--- src/rtl/fifo_pkg.sv ---
// rtl/fifo_pkg.sv - shared defaults, read-mode constants and width helper for fifo_flex
package fifo_pkg;

  localparam int FIFO_DATA_WIDTH        = 8;
  localparam int FIFO_INDEX_WIDTH       = 4;
  localparam int FIFO_ALMOST_FULL_THR   = 12;
  localparam int FIFO_ALMOST_EMPTY_THR  = 4;

  localparam int MODE_STANDARD = 0;
  localparam int MODE_FWFT     = 1;

  // Occupancy needs one extra bit so that DEPTH itself is representable.
  function automatic int count_width(input int index_width);
    return index_width + 1;
  endfunction

endpackage

--- src/rtl/fifo_flex_mem.sv ---
// rtl/fifo_flex_mem.sv - simple dual-port register array, sync write, async read
module fifo_flex_mem #(
  parameter int DATA_WIDTH  = 8,
  parameter int INDEX_WIDTH = 4
) (
  input  logic                   clk,
  input  logic                   wr_en,
  input  logic [INDEX_WIDTH-1:0] wr_addr,
  input  logic [DATA_WIDTH-1:0]  wr_data,
  input  logic [INDEX_WIDTH-1:0] rd_addr,
  output logic [DATA_WIDTH-1:0]  rd_data
);

  localparam int DEPTH = 1 << INDEX_WIDTH;

  logic [DATA_WIDTH-1:0] mem [DEPTH];

  // Storage is deliberately not reset so this can be replaced by a RAM macro.
  always_ff @(posedge clk) begin
    if (wr_en) mem[wr_addr] <= wr_data;
  end

  assign rd_data = mem[rd_addr];

endmodule

--- src/rtl/fifo_flex.sv ---
// rtl/fifo_flex.sv - parametrised FIFO core with standard or FWFT read, count and sticky error flags
module fifo_flex
  import fifo_pkg::*;
#(
  parameter int DATA_WIDTH             = FIFO_DATA_WIDTH,
  parameter int INDEX_WIDTH            = FIFO_INDEX_WIDTH,
  parameter int ALMOST_FULL_THRESHOLD  = FIFO_ALMOST_FULL_THR,
  parameter int ALMOST_EMPTY_THRESHOLD = FIFO_ALMOST_EMPTY_THR,
  parameter int FWFT                   = MODE_STANDARD
) (
  input  logic                   clk,
  input  logic                   rst,
  input  logic                   clear,
  input  logic                   wr_en,
  input  logic [DATA_WIDTH-1:0]  wr_data,
  input  logic                   rd_en,
  output logic [DATA_WIDTH-1:0]  rd_data,
  output logic                   rd_valid,
  output logic                   full,
  output logic                   empty,
  output logic                   almost_full,
  output logic                   almost_empty,
  output logic [INDEX_WIDTH:0]   count,
  output logic                   overflow,
  output logic                   underflow
);

  localparam int DEPTH = 1 << INDEX_WIDTH;
  localparam int CW    = count_width(INDEX_WIDTH);

  localparam logic [CW-1:0] DEPTH_C = CW'(DEPTH);
  localparam logic [CW-1:0] AF_C    = CW'(ALMOST_FULL_THRESHOLD);
  localparam logic [CW-1:0] AE_C    = CW'(ALMOST_EMPTY_THRESHOLD);
  localparam logic [CW-1:0] ONE_C   = CW'(1);

  if (INDEX_WIDTH < 1) begin : g_chk_index
    $error("fifo_flex: INDEX_WIDTH must be >= 1");
  end
  if (ALMOST_FULL_THRESHOLD > DEPTH) begin : g_chk_af
    $error("fifo_flex: ALMOST_FULL_THRESHOLD must be <= DEPTH");
  end
  if (ALMOST_EMPTY_THRESHOLD >= DEPTH) begin : g_chk_ae
    $error("fifo_flex: ALMOST_EMPTY_THRESHOLD must be < DEPTH");
  end

  logic [CW-1:0]         wr_ptr;
  logic [CW-1:0]         rd_ptr;
  logic [CW-1:0]         count_q;
  logic [DATA_WIDTH-1:0] mem_rd_data;
  logic                  wr_acc;
  logic                  rd_acc;

  // Flags come only from the count register so they never glitch within a cycle.
  always_comb begin
    full         = (count_q == DEPTH_C);
    empty        = (count_q == '0);
    almost_full  = (count_q >= AF_C);
    almost_empty = (count_q <= AE_C);
  end

  assign count = count_q;

  // clear overrides both requests, so nothing is accepted on a clear cycle.
  assign wr_acc = wr_en & ~full  & ~clear;
  assign rd_acc = rd_en & ~empty & ~clear;

  fifo_flex_mem #(
    .DATA_WIDTH  (DATA_WIDTH),
    .INDEX_WIDTH (INDEX_WIDTH)
  ) u_mem (
    .clk     (clk),
    .wr_en   (wr_acc),
    .wr_addr (wr_ptr[INDEX_WIDTH-1:0]),
    .wr_data (wr_data),
    .rd_addr (rd_ptr[INDEX_WIDTH-1:0]),
    .rd_data (mem_rd_data)
  );

  // Pointers, occupancy and sticky error flags.
  always_ff @(posedge clk or posedge rst) begin
    if (rst) begin
      wr_ptr    <= '0;
      rd_ptr    <= '0;
      count_q   <= '0;
      overflow  <= 1'b0;
      underflow <= 1'b0;
    end else if (clear) begin
      wr_ptr    <= '0;
      rd_ptr    <= '0;
      count_q   <= '0;
      overflow  <= 1'b0;
      underflow <= 1'b0;
    end else begin
      if (wr_acc) wr_ptr <= wr_ptr + ONE_C;
      if (rd_acc) rd_ptr <= rd_ptr + ONE_C;
      if (wr_acc && !rd_acc)      count_q <= count_q + ONE_C;
      else if (rd_acc && !wr_acc) count_q <= count_q - ONE_C;
      if (wr_en && full)  overflow  <= 1'b1;
      if (rd_en && empty) underflow <= 1'b1;
    end
  end

  if (FWFT == MODE_FWFT) begin : g_fwft
    // Head word is presented continuously; forced to zero while empty.
    always_comb begin
      rd_data  = empty ? '0 : mem_rd_data;
      rd_valid = ~empty;
    end
  end else begin : g_std
    logic [DATA_WIDTH-1:0] rd_data_q;
    logic                  rd_valid_q;

    // Registered read: data and a one-cycle valid pulse follow each accepted pop.
    always_ff @(posedge clk or posedge rst) begin
      if (rst) begin
        rd_data_q  <= '0;
        rd_valid_q <= 1'b0;
      end else if (clear) begin
        rd_valid_q <= 1'b0;
      end else begin
        rd_valid_q <= rd_acc;
        if (rd_acc) rd_data_q <= mem_rd_data;
      end
    end

    assign rd_data  = rd_data_q;
    assign rd_valid = rd_valid_q;
  end

endmodule

--- config.mk ---
export PLATFORM = sky130hd
export DESIGN_NAME = fifo_flex
export DESIGN_NICKNAME = d
export VERILOG_FILES = /design/src/rtl/fifo_pkg.sv /design/src/rtl/fifo_flex_mem.sv /design/src/rtl/fifo_flex.sv
export SDC_FILE = /design/constraint.sdc
export NUM_CORES = 1
export LEC_CHECK = 0
export BUFFER_PORTS_ARGS = -buffer_cell sky130_fd_sc_hd__clkbuf_2
export CORE_MARGIN = 10
export CORE_UTILIZATION = 30
export CTS_BUF_LIST = sky130_fd_sc_hd__clkbuf_4 sky130_fd_sc_hd__clkbuf_8
export DETAILED_ROUTE_END_ITERATION = 8
export GPL_ROUTABILITY_DRIVEN = 0
export REMOVE_ABC_BUFFERS = 1
export SKIP_LAST_GASP = 1
export SLEW_MARGIN = 20
export SYNTH_ARGS = -nofsm -noshare
export SYNTH_HDL_FRONTEND = slang
export SYNTH_SLANG_ARGS = --single-unit
--- constraint.sdc ---
create_clock -name clk -period 6.1 [get_ports clk]
set_clock_uncertainty 0.15 [all_clocks]
set_input_delay 0.915 -clock clk [delete_from_list [all_inputs] [get_ports clk]]
set_output_delay 0.915 -clock clk [all_outputs]
set_load 0.005 [all_outputs]
==> impl_metrics.csv, run 1 <==
group,metric,value,unit
run_status,outcome,"finished clean",
synthesis,synth_cell_types,39,
detailed_routing,dr.pass1.iters,4,
die,chipWidth,164,µm
sta,fin_crit_sh,0.491,
synthesis,syn-cell-area,6180,µm²
place,dp_hpwl,7.91,mm
clock_network,cts_buffers,17,
synthesis,ys_warn_count,0,
place,dp_slack,2.58,ns
setup_path,path_class,"reg2reg",
detailed_routing,drt-total-wl,12.2,mm
detailed_routing,ant_nets,0,
place,io_buffers,32,
sta,finalCriticalPeriod,3.00,ns
setup_path,worstPathRequired,6.31,ns
sta,slew_viol_final,0,
clock_network,h-tree-depth,4,
sta,setup_ws,3.10,ns
power_and_ir_drop,p_total,2.66,mW
power_and_ir_drop,seqPwrFrac,0.482,
power_and_ir_drop,power_switching,0.766,mW
synthesis,ys_ff_latch,152,
final_layout,final_common_cell,"edfxtp_1",
clock_network,cts_tree,"done",
final_layout,syn_to_final_growth,14.7,%
detailed_routing,avgRoutedWirePerCell,18.6,µm
synthesis,async_flop_share,0.158,
final_layout,final_nets,398,
synthesis,netlist_instances,336,
sta,hold_violations,0,
power_and_ir_drop,switching_share,0.288,
final_layout,final_cell_mix,"edfxtp_1, mux4_2, clkbuf_2, nor2_1, dfrtp_1",
final_layout,fin_area,7090,µm²
detailed_routing,drt-initial-drc-count,288,
clock_network,clkTransAtPathRegs,0.07,ns
clock_network,cts_resized,0,
setup_path,critPathLaunchType,"flop",
power_and_ir_drop,p_clk_frac,0.281,
clock_network,postCtsSetupBuffers,0,
power_and_ir_drop,power.internal,1.89,mW
sta,fmax,334,MHz
final_layout,fillCellCount,1882,
sta,worst_slew_pin_slew,0.948,ns
synthesis,synth_enable_flop_cells,128,
detailed_routing,vias,3069,
global_routing,grt_pass1_wl,19.1,mm
die,die_y,164,µm
final_layout,num_antenna_cells,0,
detailed_routing,vias_per_cell,4.66,
detailed_routing,drc,0,
global_routing,track_usage,0.0954,
synthesis,seq_area_frac_synth,0.719,
sta,tns,0,ns
power_and_ir_drop,p_comb_frac,0.237,
place,dpl-instance-area,6650,µm²
clock_network,cts_num_sinks,152,
final_layout,fin_util,0.350,
die,initial_core_util,0.306,
global_routing,grt_max_degree,36,
die,row_count,52,
die,design.core.area,20200,µm²
global_routing,antenna_found_initial,0,
min_path,worstHoldPathType,"in2async",
flow_run,drv_cap,0,
die,ios,33,
sta,rsz0062_at_grt,"no",
clock_network,clk_latency,0.44,ns
synthesis,avgSynthCellArea,18.4,µm²
power_and_ir_drop,power_leakage,2.34,nW
final_layout,drive_gt1_frac,0.299,
setup_path,critPathArrivalTime,3.20,ns
power_and_ir_drop,powerDensity,375,nW/µm²
setup_path,path_max_fanout,9,
setup_path,cp-end-kind,"flop",
global_routing,grt_pass1_vias,3316,
sta,relSlewSlack,0.366,
synthesis,synth_flop_cell,"edfxtp_1",
die,dieArea,26800,µm²
sta,setup-violations-final,0,
power_and_ir_drop,irDropWorstVdd,0.158,mV
global_routing,grt-ovfl-total,0,
clock_network,cts_buffer_depth,2,
clock_network,hold_buffers,0,
clock_network,cts-root-buf,"clkbuf_8",
area by class of cell:
cell class	instances	area [µm²]	area share
Sequential cell	152	4450	0.627
Clock buffer	22	272	0.0383
Inverter	5	18.8	0.00265
Clock inverter	10	123	0.0173
Timing Repair Buffer	37	218	0.0307
Tap cell	270	338	0.0476
Multi-Input combinational cell	162	1680	0.236
per-layer routing:
metal	global-route usage	wire length, µm	vias to the layer above
met5	0	0	-
met2	0.145	5780	84
met1	0.123	5300	1573
met4	0.0292	106	0
met3	0.0367	1060	9
li1	-	-	1403
worst max-delay path, cell delays in order, from the launching register on:
cell and delay [ns]:
dfrtp_1 0.50, nor4_4 0.40, a21boi_4 0.16, or3_1 0.44, fa_1 0.45, a21o_1 0.19, a21oi_1 0.18, nand3_1 0.13
a21o_1 0.19, a21oi_1 0.13
per-stage QoR:
step                      std cells  hold slack (ns)
final                           658            0.216
after global routing            658            0.207
after CTS                       657            0.366
after detailed placement        625            0.349
after global placement          625            0.338
after floorplan                 319            0.330
sequential cells by signal, summed over array words and instances, names as in the netlist:
| signal | cells |
|---|---|
| underflow | 1 |
| wr_ptr | 4 |
| overflow | 1 |
| rd_valid | 1 |
| count | 5 |
| u_mem.mem | 128 |
| rd_ptr | 4 |
| rd_data | 8 |
cell families (layout without fill, tap and decap cells):
logic type | after synthesis | count (layout) | synth area share
and+or+nand+nor | 70 | 70 | 0.0556
adders and majority gates | 10 | 10 | 0.0214
DFF | 152 | 152 | 0.719
muxes | 50 | 50 | 0.146
xor gates and xnor gates | 9 | 9 | 0.0140
AOI/OAI and AO/OA | 23 | 23 | 0.0295
buffers and inverters | 22 | 74 | 0.0150
power groups by stage:
| stage | registers [mW] | logic, mW | clock network (mW) |
|---|---|---|---|
| global placement | 1.30 | 0.623 | 0 |
| CTS | 1.28 | 0.642 | 0.767 |
| floorplan | 1.33 | 0.400 | 0 |
| global route | 1.29 | 0.706 | 0.813 |
| finish | 1.28 | 0.631 | 0.748 |
| detailed placement | 1.30 | 0.640 | 0 |
final timing paths:
kind                            from        end  slack (ns)  depth (start not counted)
setup / recovery            count[0]   count[4]        3.10                          9
hold / removal                   rst  underflow        0.22                          2
setup reg to reg            count[0]   count[4]        3.10                          9
hold reg to reg            underflow  underflow        0.36                          2
max in group asynchronous        rst  rd_ptr[0]        5.21                          3
min in group clk           underflow  underflow        0.36                          2
cell usage after synthesis, types with 4 or more instances:
| master | n | share of area |
|---|---|---|
| xor2_1 | 5 | 0.0071 |
| ha_1 | 9 | 0.018 |
| nand2_1 | 20 | 0.012 |
| a21oi_1 | 7 | 0.0057 |
| mux2i_1 | 18 | 0.029 |
| clkbuf_1 | 7 | 0.0043 |
| inv_1 | 4 | 0.0024 |
| mux4_2 | 32 | 0.12 |
| o221ai_1 | 8 | 0.011 |
| buf_2 | 8 | 0.0065 |
| nor2_1 | 27 | 0.016 |
| dfrtp_1 | 24 | 0.097 |
| edfxtp_1 | 128 | 0.62 |
(Power assumes the default switching activity.)
==> run 2, diff against run 1 <==
--- a/config.mk
+++ b/config.mk
@@ -5,6 +5,7 @@
 export SDC_FILE = /design/constraint.sdc
 export NUM_CORES = 1
 export LEC_CHECK = 0
+export ABC_AREA = 1
 export BUFFER_PORTS_ARGS = -buffer_cell sky130_fd_sc_hd__clkbuf_2
 export CORE_MARGIN = 10
 export CORE_UTILIZATION = 30
==> constraint.sdc (replaced) <==
create_clock -name clk -period 2.8 [get_ports clk]
set_clock_uncertainty 0.15 [all_clocks]
set_input_delay 0.42 -clock clk [delete_from_list [all_inputs] [get_ports clk]]
set_output_delay 0.42 -clock clk [all_outputs]
set_load 0.005 [all_outputs]
==> run 2 against run 1 <==
  * Core utilization grew 0.17 points
  * Synthesized cell count up 77%
  * Critical path depth grew 5
  * Via count is 42% higher
  * Routed wire length is 24% higher
  * Cell count up 41%
  * Clock power is 140% higher
  * Register-to-register slack worse by 2.6 ns
  * Count of clock-buffer cells in the layout shrank 4
  * Critical path type unchanged
  * Critical endpoint unchanged
  * Largest cell class unchanged
==> impl_metrics.csv, run 2 <==
group,metric,value,unit
synthesis,synth_flop_cell,"edfxtp_1",
global_routing,antenna_found_initial,0,
synthesis,synth_mux_area_frac,0,
sta,setup-violations-final,0,
synthesis,yosysMostFrequentCell,"edfxtp_1",
die,design.core.area,21200,µm²
global_routing,grt_pass1_wl,23.8,mm
power_and_ir_drop,irDropWorstVdd,0.395,mV
synthesis,synthXorXnorAreaFrac,0.00401,
detailed_routing,drt-total-wl,15.2,mm
clock_network,h-tree-depth,4,
run_status,outcome,"finished clean",
synthesis,synth-compound-area-share,0.0514,
global_routing,grt_pass1_vias,4246,
setup_path,cp.depth,14,
setup_path,crit-reg2reg-capture,"count[4]",
setup_path,path_class,"reg2reg",
sta,fmax,430,MHz
synthesis,ys_ff_latch,152,
setup_path,cpMaxStageDelayCell,"dfrtp_1",
synthesis,ys_warn_count,0,
global_routing,track_usage,0.108,
sta,slew_viol_final,0,
detailed_routing,ant_nets,0,
synthesis,async_flop_share,0.158,
place,io_buffers,32,
flow_run,drv_cap,0,
final_layout,final_cell_mix,"edfxtp_1, nand2_1, nor2_1, nand3_1, o21ai_1",
setup_path,max_stage_delay,0.45,ns
setup_path,critPathArrivalTime,2.51,ns
synthesis,synth_fa_ha_area_frac,0.0203,
final_layout,largest_register_ffs,128,
clock_network,cts_tree,"done",
setup_path,cpMostUsedCell,"nand2_1",
detailed_routing,vias,4368,
min_path,hold_end,"underflow",
place,dpl.cell_count,897,
synthesis,synth_top_family_by_area,"simple AND/OR/NAND/NOR gates",
setup_path,cp-end-kind,"flop",
detailed_routing,drc,0,
detailed_routing,dr.pass1.iters,5,
clock_network,cts_buffers,17,
final_layout,top_register,"u_mem.mem",
synthesis,synth_cell_types,28,
sta,worst_slew_pin_slew,0.683,ns
synthesis,synth_top_cell_area_share,0.587,
synthesis,synth_simple_gate_area_frac,0.204,
final_layout,final_common_cell,"edfxtp_1",
detailed_routing,avgRoutedWirePerCell,16.4,µm
synthesis,synth_largest_area_cell,"edfxtp_1",
final_layout,drive_gt1_frac,0.160,
min_path,min_path_cells,3,
power_and_ir_drop,powerDensity,797,nW/µm²
sta,hold_violations,0,
min_path,hp-start,"rd_en",
detailed_routing,vias_per_cell,4.70,
global_routing,grt_max_degree,39,
clock_network,clkTransAtPathRegs,0.08,ns
setup_path,r2r_start,"count[0]",
final_layout,layoutNonFillerInstCount,930,
power_and_ir_drop,power_leakage,2.85,nW
place,dp_hpwl,9.80,mm
final_layout,syn_to_final_growth,14.2,%
clock_network,cts_resized,0,
clock_network,cts_num_sinks,152,
sta,finalCriticalPeriod,2.32,ns
clock_network,cts-root-buf,"clkbuf_8",
die,die_y,168,µm
min_path,worstHoldPathType,"in2reg",
clock_network,clk_latency,0.44,ns
synthesis,synth_enable_flop_cells,128,
final_layout,num_antenna_cells,0,
setup_path,path_max_fanout,8,
setup_path,crit_path_cell_trace,"nor2_2, nand3_2, nand2_4, nor2_4, nand2_4, ha_1, a21oi_1, nand3_1, nand2_1, inv_1, nand2_1, nand2_1, nand2_1, nand2_1",
setup_path,critPathBufInv,1,
power_and_ir_drop,p_total,5.96,mW
die,row_count,53,
die,chipWidth,168,µm
synthesis,syn-cell-area,6550,µm²
synthesis,netlist_instances,594,
sta,fin_crit_sh,0.830,
final_layout,fin_area,7470,µm²
detailed_routing,drt-initial-drc-count,378,
setup_path,crit_family,"simple AND/OR/NAND/NOR gates",
sta,tns,0,ns
sta,rsz0062_at_grt,"no",
setup_path,reg2reg_setup_slack,0.48,ns
synthesis,avgSynthCellArea,11.0,µm²
die,dieArea,28100,µm²
place,dpl-instance-area,7040,µm²
synthesis,ys_top_cells_by_count,"edfxtp_1, nand2_1, nor2_1",
synthesis,synthTopCellsByArea,"edfxtp_1, dfrtp_1, nand2_1",
synthesis,seq_area_frac_synth,0.679,
die,ios,33,
setup_path,r2r_cells,14,
die,initial_core_util,0.308,
setup_path,worstPathRequired,2.99,ns
clock_network,cts_buffer_depth,2,
setup_path,critPathLaunchType,"flop",
sta,relSlewSlack,0.543,
final_layout,final_nets,665,
global_routing,grt-ovfl-total,0,
-- run 2: changes by cell type after synthesis, sizes merged, moves of 8 or more --
cell    before  now
mux2i       18    0
inv          5   20
nand2       20  129
nor2        27  110
o221ai       8    0
nand3        3   60
buf         10   22
mux4        32    0
o21ai        2   59
nor3         3   14
-- run 2: final cells by class --
cell class                 count  area [µm²]
tap                          275         344
inverter                      22        82.6
timing repair buffer          57         350
multi-input combinational    392        1830
fill                        2162       13700
clock buffer                  18         241
sequential                   152        4450
clock inverter                14         181
-- run 2: through the flow --
step	util	hold slack [ns]	setup slack, ns
global route	0.352	0.152	0.260
detailed placement	0.332	0.318	0.505
global placement	0.332	0.315	0.536
CTS	0.352	0.106	0.497
floorplan	-	0.285	-0.00914
finish	0.352	0.140	0.476
-- run 2: logic make-up (layout without fill, tap and decap cells) --
group	after synthesis	after routing
AOI/OAI and AO/OA	66	66
DFF	152	152
and+or+nand+nor	313	313
xor gates and xnor gates	3	3
adders and majority gates	10	10
buffers and inverters	50	111
-- run 2: power breakdown --
| part | switching, mW | internal, mW | leakage, nW |
|---|---|---|---|
| Clock | 0.798 | 0.970 | 0.205 |
| Sequential | 0.105 | 2.59 | 1.46 |
| Combinational | 0.985 | 0.511 | 1.18 |
| Total | 1.89 | 4.07 | 2.85 |
-- run 2: timing repair --
| action | 4_1_cts | 5_1_grt |
|---|---|---|
| endpoints found under the hold margin | 14 | 0 |
| hold buffers | 1 | 0 |
| buffers inserted | 0 | 0 |
-- run 2: routing by layer --
metal / GRT usage / part of all wire / wire [µm] / up-vias
met4: 0.0439 / 0.019 / 289 / 0
met1: 0.140 / 0.47 / 7150 / 2130
met2: 0.173 / 0.47 / 7190 / 90
met5: 0 / 0 / 0 / -
met3: 0.0229 / 0.040 / 602 / 16
li1: - / - / - / 2132
-- run 2: worst max path at each step --
stage                    from    endpoint  slack, ns
floorplan           rd_ptr[0]  rd_data[1]     -0.009
global placement     count[0]    count[4]       0.54
detailed placement   count[0]    count[4]       0.51
CTS                  count[0]    count[4]       0.50
global route         count[2]    count[4]       0.26
finish               count[0]    count[4]       0.48
-- run 2: tightest hold or removal path: stages --
cell	delay, ns
clkbuf_2	0.12
a21oi_1	0.07
nor2_1	0.08
==> run 3, diff against run 2 <==
==> constraint.sdc (replaced) <==
create_clock -name clk -period 2.4 [get_ports clk]
set_clock_uncertainty 0.15 [all_clocks]
set_input_delay 0.36 -clock clk [delete_from_list [all_inputs] [get_ports clk]]
set_output_delay 0.36 -clock clk [all_outputs]
set_load 0.005 [all_outputs]
==> run 3 against run 2 <==
  * First-iteration DRC count shrank 13%
  * Cell area grew 1.1%
  * Sequential share of layout area shrank 0.61 points
  * Register-to-register slack lost 0.28 ns
  * Largest power group unchanged
  * Global-route usage shrank 0.20 points
  * Cell count grew 0.65%
  * Via count shrank 0.92%
  * Sequential power grew 19%
  * Die area is the same
  * Routed wire length shrank 3.0%
==> impl_metrics.csv, run 3 (synthesis gave the netlist of run 2 again) <==
group,metric,value,unit
run_status,outcome,"finished clean",
detailed_routing,dr.pass1.iters,5,
global_routing,grt_pass1_vias,4240,
clock_network,clkTransAtPathRegs,0.08,ns
setup_path,max_stage_delay,0.47,ns
clock_network,postCtsSetupBuffers,0,
setup_path,path_class,"reg2reg",
global_routing,grt_max_degree,40,
detailed_routing,vias,4328,
die,initial_core_util,0.308,
setup_path,r2r_cells,13,
setup_path,crit-reg2reg-capture,"count[4]",
final_layout,top_register,"u_mem.mem",
die,chipWidth,168,µm
global_routing,grt-ovfl-total,0,
setup_path,cp-end-kind,"flop",
global_routing,grt_pass1_wl,23.5,mm
global_routing,track_usage,0.106,
final_layout,syn_to_final_growth,15.4,%
setup_path,cpMaxStageDelayCell,"dfrtp_1",
setup_path,critPathLaunchType,"flop",
power_and_ir_drop,irDropWorstVdd,0.287,mV
detailed_routing,drc,0,
final_layout,largest_register_ffs,128,
setup_path,cpMostUsedCell,"nand2_1",
clock_network,h-tree-depth,4,
power_and_ir_drop,p_total,6.99,mW
clock_network,cts_tree,"done",
clock_network,cts_num_sinks,152,
die,ios,33,
setup_path,critPathArrivalTime,2.40,ns
detailed_routing,ant_nets,0,
power_and_ir_drop,powerDensity,925,nW/µm²
sta,finalCriticalPeriod,2.21,ns
sta,setup-violations-final,0,
clock_network,cts_buffers,17,
setup_path,reg2reg_setup_slack,0.19,ns
detailed_routing,drt-total-wl,14.8,mm
clock_network,cts_buffer_depth,2,
place,dp_slack,0.156,ns
setup_path,worstSetupStartpoint,"count[3]",
clock_network,cts-root-buf,"clkbuf_8",
final_layout,final_common_cell,"edfxtp_1",
place,io_buffers,32,
sta,slew_viol_final,0,
sta,fmax,453,MHz
sta,fin_crit_sh,0.919,
min_path,worstHoldPathType,"in2reg",
final_layout,num_antenna_cells,0,
sta,setup_ws,0.195,ns
detailed_routing,drt-initial-drc-count,329,
clock_network,clk_latency,0.45,ns
setup_path,path_max_fanout,8,
setup_path,worstPathRequired,2.60,ns
sta,worst_slew_pin_slew,0.610,ns
die,die_y,168,µm
setup_path,crit_path_cell_trace,"nor2_4, nand3_2, nand3_2, nand2_4, fa_1, nand3_1, nand3_1, nand2_1, inv_1, nand2_1, nand2_1, nand2_1, nand2_1",
final_layout,drive_gt1_frac,0.175,
final_layout,final_cell_mix,"edfxtp_1, nand2_1, nor2_1, nand3_1, o21ai_1",
detailed_routing,vias_per_cell,4.62,
sta,relSlewSlack,0.591,
flow_run,drv_cap,0,
final_layout,final_nets,671,
final_layout,fillCellCount,2103,
power_and_ir_drop,power_leakage,2.90,nW
global_routing,antenna_found_initial,0,
sta,hold_violations,0,
detailed_routing,avgRoutedWirePerCell,15.8,µm
sta,rsz0062_at_grt,"no",
die,row_count,53,
die,dieArea,28100,µm²
place,dp_hpwl,9.61,mm
setup_path,r2r_start,"count[3]",
die,design.core.area,21200,µm²
setup_path,worstSetupEndpoint,"count[4]",
-- run 3: cell types whose count changed in the layout (fill, tap and decap cells not counted), moves of 2 or more --
cell | previous run | this run
buf_4 | 24 | 29
clkinv_1 | 5 | 2
clkinvlp_4 | 3 | 0
inv_6 | 0 | 3
dfrtp_1 | 23 | 21
dfrtp_2 | 1 | 3
nor2_2 | 2 | 0
nor2_4 | 1 | 3
-- run 3: through the flow --
| step | hold WS (ns) | utilization | TNS (ns) | instances | cell area, µm² |
|---|---|---|---|---|---|
| floorplan | 0.225 | - | -3.35 | 566 | 6350 |
| global placement | 0.261 | 0.334 | 0 | 903 | 7100 |
| detailed placement | 0.268 | 0.334 | 0 | 903 | 7100 |
| CTS | 0.0567 | 0.355 | 0 | 936 | 7530 |
| global route | 0.104 | 0.356 | 0 | 936 | 7550 |
| finish | 0.0834 | 0.356 | 0 | 936 | 7550 |
-- run 3: repair_timing --
action | CTS | global route
hold buffers | 1 | 0
setup endpoints to repair | 0 | 1
resized for setup | 0 | 5
hold endpoints to repair | 24 | 0
-- run 3: how the worst min path moves through the flow --
stage,startpoint,endpoint,slack [ns],depth (start not counted)
after detailed placement,rst,rd_data[7],0.27,3
after global placement,rst,underflow,0.26,3
after CTS,rd_en,underflow,0.06,3
after global routing,rd_en,underflow,0.10,3
after floorplan,rst,count[0],0.22,1
final,rd_en,underflow,0.08,3
-- run 3: power breakdown --
group | internal, mW | leakage (nW) | switching [mW]
clock | 1.10 | 0.221 | 0.970
sequential | 3.02 | 1.46 | 0.167
combinational | 0.630 | 1.22 | 1.10
-- run 3: metal layers --
metal / share of wire / vias to the layer above / GRT usage
met1: 0.45 / 2071 / 0.134
met5: 0 / - / 0
li1: - / 2140 / -
met2: 0.49 / 100 / 0.175
met4: 0.014 / 0 / 0.0352
met3: 0.050 / 17 / 0.0265
-- run 3: cell type report --
class	instances	area, µm²	share of cell area
flip-flops and latches	152	4450	0.589
multi-input cells	392	1850	0.244
clock buffers	20	263	0.0348
clock inverters	12	164	0.0217
repair buffers	63	408	0.0540
well taps	275	344	0.0455
inverters	22	82.6	0.0109
-- run 3: critical path, delay by kind of cell, from the launching register on --
kind          cells  cell delay, ns
simple gates     11            1.03
flops             1            0.47
fa+ha+maj         1            0.42
buf+inv           1            0.04
